<file path="src/rtl/decode_queue.sv">
// Elastic FIFO between decode and rename/dispatch: circular buffer of decoded
// bundles with valid/ready on both sides and a single-cycle flush.
module decode_queue #(
    parameter int ADDR_WIDTH    = 12,
    parameter int INSTR_WIDTH   = 32,
    parameter int C_SIG_WIDTH   = 7,
    parameter int ALU_SIG_WIDTH = 3,
    parameter int DEPTH         = 4
) (
    input  logic                       clk,
    input  logic                       rst_n,
    input  logic                       flush,
    input  logic                       in_valid,
    output logic                       in_ready,
    input  logic [ADDR_WIDTH-1:0]      pc_in,
    input  logic [INSTR_WIDTH-1:0]     instr_in,
    input  logic [C_SIG_WIDTH-1:0]     c_sig_in,
    input  logic [ALU_SIG_WIDTH-1:0]   alu_sig_in,
    input  logic [31:0]                imm_in,
    output logic                       out_valid,
    input  logic                       out_ready,
    output logic [ADDR_WIDTH-1:0]      pc_out,
    output logic [INSTR_WIDTH-1:0]     instr_out,
    output logic [C_SIG_WIDTH-1:0]     c_sig_out,
    output logic [ALU_SIG_WIDTH-1:0]   alu_sig_out,
    output logic [31:0]                imm_out,
    output logic [$clog2(DEPTH+1)-1:0] count
);

    localparam int PTR_W = $clog2(DEPTH);
    localparam int CNT_W = $clog2(DEPTH+1);

    logic [ADDR_WIDTH-1:0]    r_pc    [DEPTH];
    logic [INSTR_WIDTH-1:0]   r_instr [DEPTH];
    logic [C_SIG_WIDTH-1:0]   r_c_sig [DEPTH];
    logic [ALU_SIG_WIDTH-1:0] r_alu   [DEPTH];
    logic [31:0]              r_imm   [DEPTH];

    logic [PTR_W-1:0] r_wr_ptr;
    logic [PTR_W-1:0] r_rd_ptr;
    logic [CNT_W-1:0] r_count;

    logic w_push;
    logic w_pop;

    // Ready/valid derive only from the registered count, never from the other side.
    assign in_ready  = (r_count != CNT_W'(DEPTH));
    assign out_valid = (r_count != '0);
    assign count     = r_count;

    assign w_push = in_valid & in_ready;
    assign w_pop  = out_valid & out_ready;

    always_ff @(posedge clk or negedge rst_n) begin
        if (!rst_n) begin
            r_wr_ptr <= '0;
            r_rd_ptr <= '0;
            r_count  <= '0;
        end else if (flush) begin
            r_wr_ptr <= '0;
            r_rd_ptr <= '0;
            r_count  <= '0;
        end else begin
            if (w_push) r_wr_ptr <= r_wr_ptr + PTR_W'(1);
            if (w_pop)  r_rd_ptr <= r_rd_ptr + PTR_W'(1);
            if (w_push && !w_pop)      r_count <= r_count + CNT_W'(1);
            else if (w_pop && !w_push) r_count <= r_count - CNT_W'(1);
        end
    end

    // Entry storage carries no reset; stale contents are masked by out_valid.
    always_ff @(posedge clk) begin
        if (w_push) begin
            r_pc[r_wr_ptr]    <= pc_in;
            r_instr[r_wr_ptr] <= instr_in;
            r_c_sig[r_wr_ptr] <= c_sig_in;
            r_alu[r_wr_ptr]   <= alu_sig_in;
            r_imm[r_wr_ptr]   <= imm_in;
        end
    end

    always_comb begin
        pc_out      = '0;
        instr_out   = '0;
        c_sig_out   = '0;
        alu_sig_out = '0;
        imm_out     = '0;
        if (out_valid) begin
            pc_out      = r_pc[r_rd_ptr];
            instr_out   = r_instr[r_rd_ptr];
            c_sig_out   = r_c_sig[r_rd_ptr];
            alu_sig_out = r_alu[r_rd_ptr];
            imm_out     = r_imm[r_rd_ptr];
        end
    end

endmodule

</file>
<file path="config.mk">
export PLATFORM = sky130hd
export DESIGN_NAME = decode_queue
export DESIGN_NICKNAME = d
export VERILOG_FILES = /design/src/rtl/decode_queue.sv
export SDC_FILE = /design/constraint.sdc
export NUM_CORES = 1
export LEC_CHECK = 0
export ABC_CLOCK_PERIOD_IN_PS = 9200
export CAP_MARGIN = 40
export CORE_UTILIZATION = 30
export DETAILED_ROUTE_END_ITERATION = 10
export MAX_ROUTING_LAYER = met4
export PLACE_DENSITY = 0.51
export REMOVE_ABC_BUFFERS = 1
export SLEW_MARGIN = 20
export SYNTH_ARGS = -nofsm -noshare
export SYNTH_HDL_FRONTEND = slang
export SYNTH_SLANG_ARGS = --single-unit
</file>
<file path="constraint.sdc">
create_clock -name clk -period 9.2 [get_ports clk]
set_input_delay 1.84 -clock clk [delete_from_list [all_inputs] [get_ports clk]]
set_output_delay 1.84 -clock clk [all_outputs]
set_load 0.03 [all_outputs]
</file>
==> impl_metrics.py, run 1 <==
metrics = {
    "run_status": {
        "outcome": "finished clean",
    },
    "setup_path": {
        "crit_type": "reg -> out",
        "path_buf_inv": 2,
        "timing.rr.end": "r_instr[0][5]$_DFFE_PP_",
        "reg2reg_from": "count[2]$_DFFE_PN0P_",
        "cp_slowest_stage_delay_ps": 680,
        "r2r_setup_slack_ps": 6510,
        "cp_max_fo": 61,
        "crit_path_start_kind": "flop",
        "cp_cell_sequence": "or3_2 > buf_4 > and2_1 > clkdlybuf4s50_1",
        "crit_family": "buffers and inverters",
        "critPathRequiredTime_ps": 7360,
        "crit_arrival_ps": 3260,
        "rr_worst_depth": 3,
        "cp_slowest_cell": "clkdlybuf4s50_1",
        "crit_path_end_kind": "output port",
    },
    "clock_network": {
        "cts_max_level": 2,
        "holdBufCountCts": 0,
        "clk_pin_slew_ps": 60,
        "cts_buffers": 41,
        "clock_latency_ps": 540,
        "cts_tree": "built",
        "cts_setup_buffers": 0,
        "cts.sinks": 351,
        "clock_path_buffers": 3,
        "clock-root-buffer": "clkbuf_16",
        "cts.repair.resized": 0,
    },
    "sta": {
        "fin_crit_sh_pct": 55.4,
        "slew_viol_final": 0,
        "setup_violations": 0,
        "fin_setup_tns_ps": 0,
        "skew_ps": 11.9,
        "period_minus_slack_ps": 5100,
        "worst_pin_slew_ps": 826,
        "max_freq_ghz": 0.196,
        "setup_ws_ps": 4100,
        "slew_headroom_pct": 44.9,
        "hold_viol_final": 0,
        "grt_setup_unrepaired": "no",
    },
    "global_route": {
        "antenna_found_initial": 0,
        "grt_usage_pct": 12.9,
        "grt_pass1_wl_mm": 43.3,
        "grt_max_degree": 62,
        "overflow": 0,
        "grt_pass1_vias": 7016,
    },
    "min_path": {
        "min_path_cells": 2,
        "min_from": "r_wr_ptr[1]$_DFFE_PN0P_",
        "hp-class": "reg -> reg",
        "hold_path_end": "r_wr_ptr[1]$_DFFE_PN0P_",
    },
    "floorplanning": {
        "dieHeight_um": 214,
        "start_util_pct": 30.5,
        "coreArea_sq_um": 44300,
        "rows": 77,
        "io_pins": 182,
        "die_w_um": 214,
        "die_area_sq_um": 45900,
    },
    "route": {
        "via_per_inst": 4.48,
        "drc": 0,
        "antenna_left": 0,
        "drt-pass1-iter-count": 4,
        "drt_iter0_markers": 248,
        "wl_mm": 28.3,
        "wl_per_cell_um": 19.7,
        "via_count": 6406,
    },
    "power_and_ir_drop": {
        "leakagePower_nw": 5.46,
        "power.density_nw_per_um2": 284,
        "irDropWorstVdd_v": 0.000155,
    },
    "synth": {
        "yosysTopAreaCell": "edfxtp_1",
        "seq_area_frac_synth_pct": 77.7,
        "synth_seq_cells": 351,
        "yosys_warnings": 0,
        "synthCells": 606,
        "synthTopCellsByArea": "edfxtp_1 (76%), mux4_2 (14%), and2_1 (4.0%), dfrtp_1 (1.3%), buf_2 (0.48%)",
        "synth_area_sq_um": 13500,
        "synth_top_area_share_pct": 76.4,
        "avgSynthCellArea_sq_um": 22.3,
        "synth_cell_types": 34,
    },
    "finish": {
        "synthToLayoutAreaGrowth_pct": 28.5,
        "n_fill_cell": 4051,
        "drive_gt1_share_pct": 19.2,
        "diodes": 0,
        "finalNetCount": 904,
        "fin_util_pct": 39.2,
    },
    "place": {
        "port_buffers": 181,
        "routabilityCongestion": 0.710,
        "dp_hpwl_mm": 15.8,
        "pre_cts_ws_ps": 4530,
    },
    "run": {
        "maxCapViolations": 0,
    },
}
[worst max path at each step]
stage	from	end	slack, ps	cells after the start
after global routing	count[2]$_DFFE_PN0P_	pc_out[11]	3810	4
after CTS	count[0]$_DFFE_PN0P_	pc_out[11]	3920	4
after global placement	r_rd_ptr[1]$_DFFE_PN0P_	pc_out[11]	4450	4
after floorplan	r_rd_ptr[0]$_DFFE_PN0P_	alu_sig_out[0]	3030	2
after detailed placement	in_valid	r_imm[0][1]$_DFFE_PP_	4530	3
final	count[0]$_DFFE_PN0P_	instr_out[8]	4100	4
[worst reg2reg max path: cells and delay by family (launching register included)]
family / cells / cell delay, ps
simple gates: 2 / 1090
flops: 1 / 470
buf+inv: 1 / 710
[cell families (layout without fill, tap and decap cells)]
kind of cell / Yosys count / count (layout) / share of synthesized area [%]
compound gates: 13 / 13 / 0.657
xor+xnor: 4 / 4 / 0.259
fa+ha+maj: 5 / 5 / 0.518
buf+inv: 38 / 271 / 1.55
flops: 351 / 351 / 77.7
mux: 88 / 88 / 14.5
simple gates: 107 / 107 / 4.81
[report_power, final]
part / internal [mW] / leakage [nW] / switching, mW
registers: 1.91 / 3.25 / 0.0389
logic: 0.620 / 1.58 / 0.777
clock network: 0.964 / 0.639 / 0.614
[cell usage in the layout, fill, tap and decap left out, types with 5 or more instances in the layout]
cell             Yosys  routed
dfrtp_1              7       5
mux4_2              86      86
clkbuf_16            0      43
clkinv_1             0       8
inv_1                5       5
edfxtp_1           344     344
buf_4                0       8
clkdlybuf4s50_1      0     181
clkbuf_1            15      10
and2_1              87      87
clkinv_2             0       6
[routing by layer]
metal / up-vias / GRT usage, % / wire length (um)
met2: 141 / 21.0 / 13900
met5: - / - / 0
met1: 3332 / 15.8 / 12500
li1: 2885 / - / -
met4: 0 / 3.43 / 533
met3: 48 / 3.59 / 1380
[final cells by class]
class | count | area (sq um) | area share (%)
timing repair buffer | 192 | 1950 | 11.3
multi-input combinational | 217 | 2820 | 16.3
clock inverter | 21 | 204 | 1.17
clock buffer | 53 | 1110 | 6.41
inverter | 5 | 18.8 | 0.108
sequential | 351 | 10500 | 60.5
tap | 592 | 741 | 4.27
[sequential cells by signal, summed over array words and instances (netlist names)]
| register | count |
|---|---|
| r_imm | 128 |
| r_rd_ptr | 2 |
| r_instr | 128 |
| r_c_sig | 28 |
| r_alu | 12 |
| r_wr_ptr | 2 |
| r_pc | 48 |
| count | 3 |
[stage by stage]
stage	hold slack (ps)	power [mW]	instance area [sq um]	cells
2_1_floorplan	538	2.85	13300	573
3_3_place_gp	579	3.40	16000	1354
3_5_place_dp	593	3.42	16000	1357
4_1_cts	606	5.03	17400	1431
5_1_grt	652	5.15	17400	1431
6_report	597	4.92	17400	1431
[cell usage after synthesis, drive strengths merged]
| cell type | instances |
|---|---|
| and2 | 87 |
| mux4 | 86 |
| nand3 | 2 |
| fa | 1 |
| a32oi | 1 |
| clkbuf | 15 |
| dfrtp | 7 |
| nor2 | 4 |
| nand2 | 4 |
| or3 | 1 |
| o2111ai | 1 |
| o21ai | 3 |
| edfxtp | 344 |
| xor2 | 2 |
| a21o | 1 |
| a21oi | 2 |
| inv | 5 |
| a211oi | 1 |
| nor3 | 1 |
| mux2i | 2 |
| or3b | 1 |
| o211ai | 1 |
| nor2b | 1 |
| nand4b | 1 |
| xnor2 | 2 |
| ha | 4 |
| buf | 18 |
| a311oi | 1 |
| and3 | 4 |
| or2 | 1 |
| a21boi | 2 |
(Power assumes the default switching activity.)
==> run 2, diff against run 1 <==
--- a/config.mk
+++ b/config.mk
@@ -5,7 +5,7 @@
 export SDC_FILE = /design/constraint.sdc
 export NUM_CORES = 1
 export LEC_CHECK = 0
-export ABC_CLOCK_PERIOD_IN_PS = 9200
+export ABC_CLOCK_PERIOD_IN_PS = 5100
 export CAP_MARGIN = 40
 export CORE_UTILIZATION = 30
 export DETAILED_ROUTE_END_ITERATION = 10
==> constraint.sdc (replaced) <==
create_clock -name clk -period 5.1 [get_ports clk]
set_input_delay 1.02 -clock clk [delete_from_list [all_inputs] [get_ports clk]]
set_output_delay 1.02 -clock clk [all_outputs]
set_load 0.03 [all_outputs]
==> run 2 against run 1 <==
Net effect:
- via count up 1.3%
- combinational power up 79%
- core utilization down 0.12 points
- largest power group unchanged
==> impl_metrics.py, run 2 (synthesis gave the netlist of run 1 again) <==
metrics = {
    "run_status": {
        "outcome": "finished clean",
    },
    "route": {
        "via_count": 6492,
        "drt-pass1-iter-count": 4,
        "via_per_inst": 4.54,
        "drt_iter0_markers": 352,
        "drc": 0,
        "wl_mm": 28.2,
        "wl_per_cell_um": 19.7,
        "antenna_left": 0,
    },
    "place": {
        "dpl.cell_count": 1360,
        "routabilityCongestion": 0.683,
        "dp_hpwl_mm": 16.5,
        "port_buffers": 181,
    },
    "global_route": {
        "grt_pass1_vias": 7117,
        "grt_usage_pct": 12.8,
        "grt_max_degree": 58,
        "overflow": 0,
        "antenna_found_initial": 1,
        "grt_pass1_wl_mm": 42.8,
    },
    "floorplanning": {
        "die_w_um": 214,
        "io_pins": 182,
        "die_area_sq_um": 45900,
        "rows": 77,
        "start_util_pct": 30.5,
        "dieHeight_um": 214,
        "coreArea_sq_um": 44300,
    },
    "clock_network": {
        "clock_path_buffers": 3,
        "holdBufCountCts": 0,
        "clk_pin_slew_ps": 60,
        "cts.sinks": 351,
        "cts_max_level": 2,
        "cts_tree": "built",
        "cts_setup_buffers": 0,
        "cts.repair.resized": 0,
        "cts_buffers": 40,
        "clock-root-buffer": "clkbuf_16",
        "clock_latency_ps": 530,
    },
    "min_path": {
        "min_path_cells": 2,
        "hold_path_end": "r_wr_ptr[1]$_DFFE_PN0P_",
        "hp-class": "reg -> reg",
        "min_from": "r_wr_ptr[1]$_DFFE_PN0P_",
    },
    "sta": {
        "max_freq_ghz": 0.245,
        "fin_setup_tns_ps": 0,
        "grt_setup_unrepaired": "no",
        "slew_viol_final": 0,
        "setup_violations": 0,
        "hold_viol_final": 0,
        "worst_pin_slew_ps": 760,
        "period_minus_slack_ps": 4080,
        "skew_ps": 9.49,
        "fin_crit_sh_pct": 80.0,
        "whs_ps": 593,
        "slew_headroom_pct": 49.3,
    },
    "setup_path": {
        "critPathRequiredTime_ps": 4080,
        "r2r_setup_slack_ps": 2500,
        "cp_max_fo": 25,
        "crit_arrival_ps": 3060,
        "reg2reg_from": "count[2]$_DFFE_PN0P_",
        "crit_path_start_kind": "flop",
        "rr_worst_depth": 7,
        "crit_path_end_kind": "output port",
        "crit_type": "reg -> out",
        "timing.rr.end": "count[1]$_DFFE_PN0P_",
    },
    "finish": {
        "final_cell_mix": "edfxtp_1 (344), clkdlybuf4s50_1 (181), and2_1 (87), mux4_2 (86), clkbuf_16 (41)",
        "synthToLayoutAreaGrowth_pct": 28.1,
        "drive_gt1_share_pct": 19.6,
        "finalNetCount": 906,
        "n_fill_cell": 4050,
        "largestRegisters": "r_imm: 128 flops, r_instr: 128 flops, r_pc: 48 flops",
        "fin_cells": 1430,
        "final_common_cell": "edfxtp_1",
    },
    "power_and_ir_drop": {
        "irDropWorstVdd_v": 0.000250,
        "power.density_nw_per_um2": 501,
        "leakagePower_nw": 5.43,
    },
    "run": {
        "maxCapViolations": 0,
    },
}
[run 2: critical path, stage by stage, from the launching register on]
cell and delay [ps]:
dfrtp_4 770, buf_4 400, mux4_2 550, and2_1 180
clkdlybuf4s50_1 590
[run 2: metrics by stage]
stage | area, sq um | worst slack [ps] | total power, mW | util [%]
floorplan | 13300 | -251 | 5.14 | -
global placement | 16100 | 1510 | 6.17 | 36.4
detailed placement | 16100 | 1500 | 6.18 | 36.4
CTS | 17300 | 901 | 8.85 | 39.1
global route | 17300 | 823 | 9.06 | 39.1
finish | 17300 | 1020 | 8.67 | 39.1
[run 2: layout make-up]
cell class / instances / area (sq um) / area share [%]
Clock buffer: 46 / 1040 / 6.03
Tap cell: 592 / 741 / 4.28
Timing Repair Buffer: 195 / 2020 / 11.6
Inverter: 5 / 18.8 / 0.108
Multi-Input combinational cell: 217 / 2820 / 16.3
Antenna cell: 1 / 2.50 / 0.0145
Sequential cell: 351 / 10500 / 60.7
Clock inverter: 23 / 155 / 0.896
[run 2: worst max-delay path by stage]
stage | startpoint | end | slack [ps] | cells past startpoint
floorplan | r_rd_ptr[0]$_DFFE_PN0P_ | alu_sig_out[0] | -250 | 2
detailed placement | r_rd_ptr[0]$_DFFE_PN0P_ | instr_out[28] | 1500 | 4
global route | r_rd_ptr[0]$_DFFE_PN0P_ | pc_out[3] | 820 | 4
finish | r_rd_ptr[0]$_DFFE_PN0P_ | pc_out[3] | 1020 | 4
global placement | r_rd_ptr[0]$_DFFE_PN0P_ | instr_out[28] | 1510 | 4
CTS | r_rd_ptr[0]$_DFFE_PN0P_ | instr_out[28] | 900 | 4
[run 2: metal layers]
metal	global-route usage, %	wire length (um)
met5	-	0
met2	19.8	13600
met4	3.81	616
met1	16.4	12700
met3	3.32	1280
[run 2: power by group]
part           switching (mW)  internal [mW]
clock                    1.10           1.52
combinational            1.38           1.13
sequential             0.0979           3.44
total                    2.57           6.09
==> run 3, diff against run 2 <==
--- a/config.mk
+++ b/config.mk
@@ -5,12 +5,12 @@
 export SDC_FILE = /design/constraint.sdc
 export NUM_CORES = 1
 export LEC_CHECK = 0
-export ABC_CLOCK_PERIOD_IN_PS = 5100
+export ABC_CLOCK_PERIOD_IN_PS = 3400
 export CAP_MARGIN = 40
 export CORE_UTILIZATION = 30
 export DETAILED_ROUTE_END_ITERATION = 10
 export MAX_ROUTING_LAYER = met4
-export PLACE_DENSITY = 0.51
+export PLACE_DENSITY = 0.53
 export REMOVE_ABC_BUFFERS = 1
 export SLEW_MARGIN = 20
 export SYNTH_ARGS = -nofsm -noshare
==> constraint.sdc (replaced) <==
create_clock -name clk -period 3.4 [get_ports clk]
set_input_delay 0.68 -clock clk [delete_from_list [all_inputs] [get_ports clk]]
set_output_delay 0.68 -clock clk [all_outputs]
set_load 0.03 [all_outputs]
==> run 3 against run 2 <==
Net effect:
- largest cell class unchanged
- largest power group unchanged
- register-to-register slack lost 1700 ps
- first-iteration DRC count down 4.5%
- design area rose by 2.3%
- clock power is 66% higher
- via count is 0.12% higher
- clock skew about the same
- core utilization grew 0.90 points
- wire length shrank 0.92%
- sequential cell count is the same
==> impl_metrics.py, run 3 (synthesis gave the netlist of run 1 again) <==
metrics = {
    "power_and_ir_drop": {
        "intPower_mw": 9.62,
        "p_seq_share_pct": 39.1,
        "power.density_nw_per_um2": 759,
        "irDropWorstVdd_v": 0.000439,
        "combPwrFrac_pct": 28.4,
        "p_clk_share_pct": 32.5,
        "p_sw_mw": 3.83,
        "leakagePower_nw": 6.21,
        "switching_share_pct": 28.5,
    },
    "setup_path": {
        "r2r_setup_slack_ps": 780,
        "crit_family": "buffers and inverters",
        "cp_max_fo": 44,
        "crit_path_end_kind": "output port",
        "path_buf_inv": 2,
        "crit_arrival_ps": 2640,
        "startpoint": "count[0]$_DFFE_PN0P_",
        "cp_cell_sequence": "or3_2 > buf_4 > and2_1 > clkdlybuf4s50_1",
        "timing.rr.end": "count[1]$_DFFE_PN0P_",
        "cp_slowest_cell": "clkdlybuf4s50_1",
        "endpoint": "instr_out[4]",
        "rr_worst_depth": 8,
        "crit_type": "reg -> out",
        "critPathRequiredTime_ps": 2720,
        "reg2reg_from": "count[2]$_DFFE_PN0P_",
        "crit_path_start_kind": "flop",
        "cp_slowest_stage_delay_ps": 580,
        "worst-path-stages": 4,
    },
    "floorplanning": {
        "die_w_um": 214,
        "rows": 77,
        "start_util_pct": 30.5,
        "die_area_sq_um": 45900,
        "io_pins": 182,
        "coreArea_sq_um": 44300,
        "dieHeight_um": 214,
    },
    "finish": {
        "multi_input_area_sq_um": 2820,
        "synthToLayoutAreaGrowth_pct": 31.0,
        "final_common_cell": "edfxtp_1",
        "n_fill_cell": 3971,
        "finalNetCount": 916,
        "drive_gt1_share_pct": 20.5,
        "fin_util_pct": 40.0,
        "largestRegisters": "r_imm: 128 flops, r_instr: 128 flops, r_pc: 48 flops",
        "final_cell_mix": "edfxtp_1 (344), clkdlybuf4s50_1 (137), and2_1 (87), mux4_2 (86)",
        "regArea_sq_um": 10500,
        "fin_cells": 1443,
    },
    "route": {
        "drc": 0,
        "antenna_left": 0,
        "drt-pass1-iter-count": 6,
        "wl_per_cell_um": 19.4,
        "via_count": 6500,
        "drt_iter0_markers": 336,
        "via_per_inst": 4.50,
        "wl_mm": 27.9,
    },
    "sta": {
        "slew_headroom_pct": 66.4,
        "worst_pin_slew_ps": 504,
        "hold_viol_final": 0,
        "fin_crit_sh_pct": 97.7,
        "grt_setup_unrepaired": "yes",
        "setup_violations": 0,
        "max_freq_ghz": 0.301,
        "slew_viol_final": 0,
        "period_minus_slack_ps": 3320,
        "skew_ps": 9.59,
    },
    "clock_network": {
        "clock-root-buffer": "clkbuf_16",
        "cts_max_level": 2,
        "cts_buffers": 40,
        "cts.sinks": 351,
        "clock_latency_ps": 530,
        "clock_path_buffers": 3,
        "holdBufCountCts": 0,
        "cts_tree": "built",
        "cts_setup_buffers": 0,
        "clk_pin_slew_ps": 50,
    },
    "run": {
        "maxCapViolations": 0,
    },
    "global_route": {
        "grtUsageMet2_pct": 20.9,
        "antenna_found_initial": 2,
        "grt_pass1_vias": 7205,
        "grt_busiest_layer": "met2",
        "grt_max_degree": 48,
        "overflow": 0,
        "grt_usage_pct": 12.7,
        "grtUsageMet1_pct": 15.3,
        "met3_usage_pct": 2.91,
        "grt_pass1_wl_mm": 43.2,
    },
    "place": {
        "port_buffers": 181,
        "routabilityCongestion": 0.681,
        "dp_hpwl_mm": 16.6,
        "dpl.cell_count": 1370,
    },
    "min_path": {
        "hp-class": "in -> async",
    },
    "run_status": {
        "outcome": "finished clean",
    },
}
## run 3: cell count changes in the layout (fill, tap and decap cells not counted), sizes merged, moves of 3 or more
cell / delta
dlymetal6s2s: +41
bufinv: +6
buf: +10
clkinv: -5
clkdlybuf4s50: -44
clkbuf: +3
dlygate4sd2: +3
## run 3: what timing repair did
item / 4_1_cts / 5_1_grt
pin swaps: 0 / 0
endpoints found under the setup margin: 5 / 45
resized for setup: 4 / 41
## run 3: final cells by class
type                       instances  area share (%)
antenna                            2          0.0283
timing repair buffer             205            12.8
clock buffer                      49            5.96
sequential                       351            59.4
tap                              592            4.18
inverter                           5           0.106
clock inverter                    22            1.59
multi-input combinational        217            15.9
## run 3: through the flow
stage	worst slack (ps)	power [mW]	instance area, sq um	hold WS [ps]	setup TNS (ps)
after floorplan	-1610	7.71	13300	384	-192950
after global placement	577	9.30	16300	577	0
after detailed placement	535	9.31	16300	594	0
after CTS	1.65	13.7	17600	408	0
after global routing	-13.8	14.0	17700	428	-41.2
final	77.3	13.4	17700	435	0
## run 3: power by group through the flow
stage | logic [mW] | clock network (mW) | registers [mW]
after floorplan | 2.18 | 0 | 5.53
after global placement | 3.96 | 0 | 5.34
after detailed placement | 3.96 | 0 | 5.35
after CTS | 3.97 | 4.51 | 5.26
after global routing | 4.09 | 4.67 | 5.29
final | 3.82 | 4.36 | 5.26
## run 3: worst min-delay path by stage
stage                             from                      end  depth (start not counted)
5_1_grt                          rst_n     count[1]$_DFFE_PN0P_                          1
2_1_floorplan                    rst_n     count[0]$_DFFE_PN0P_                          0
6_report                         rst_n     count[0]$_DFFE_PN0P_                          1
3_5_place_dp   r_wr_ptr[1]$_DFFE_PN0P_  r_wr_ptr[1]$_DFFE_PN0P_                          2
4_1_cts                          rst_n     count[1]$_DFFE_PN0P_                          1
3_3_place_gp   r_wr_ptr[1]$_DFFE_PN0P_  r_wr_ptr[1]$_DFFE_PN0P_                          2
## run 3: metal layers
layer  wire, um  up-vias
li1           -     2904
met1      12100     3408
met2      14100      148
met3       1250       40
met4        515        0
met5          0        -
## run 3: worst register-to-register path, delay by kind of cell, from the launching register on
family	cells	cell delay (ps)
DFF	1	340
adders and majority gates	1	470
buffers and inverters	1	160
AOI/OAI and AO/OA	4	810
and+or+nand+nor	2	750
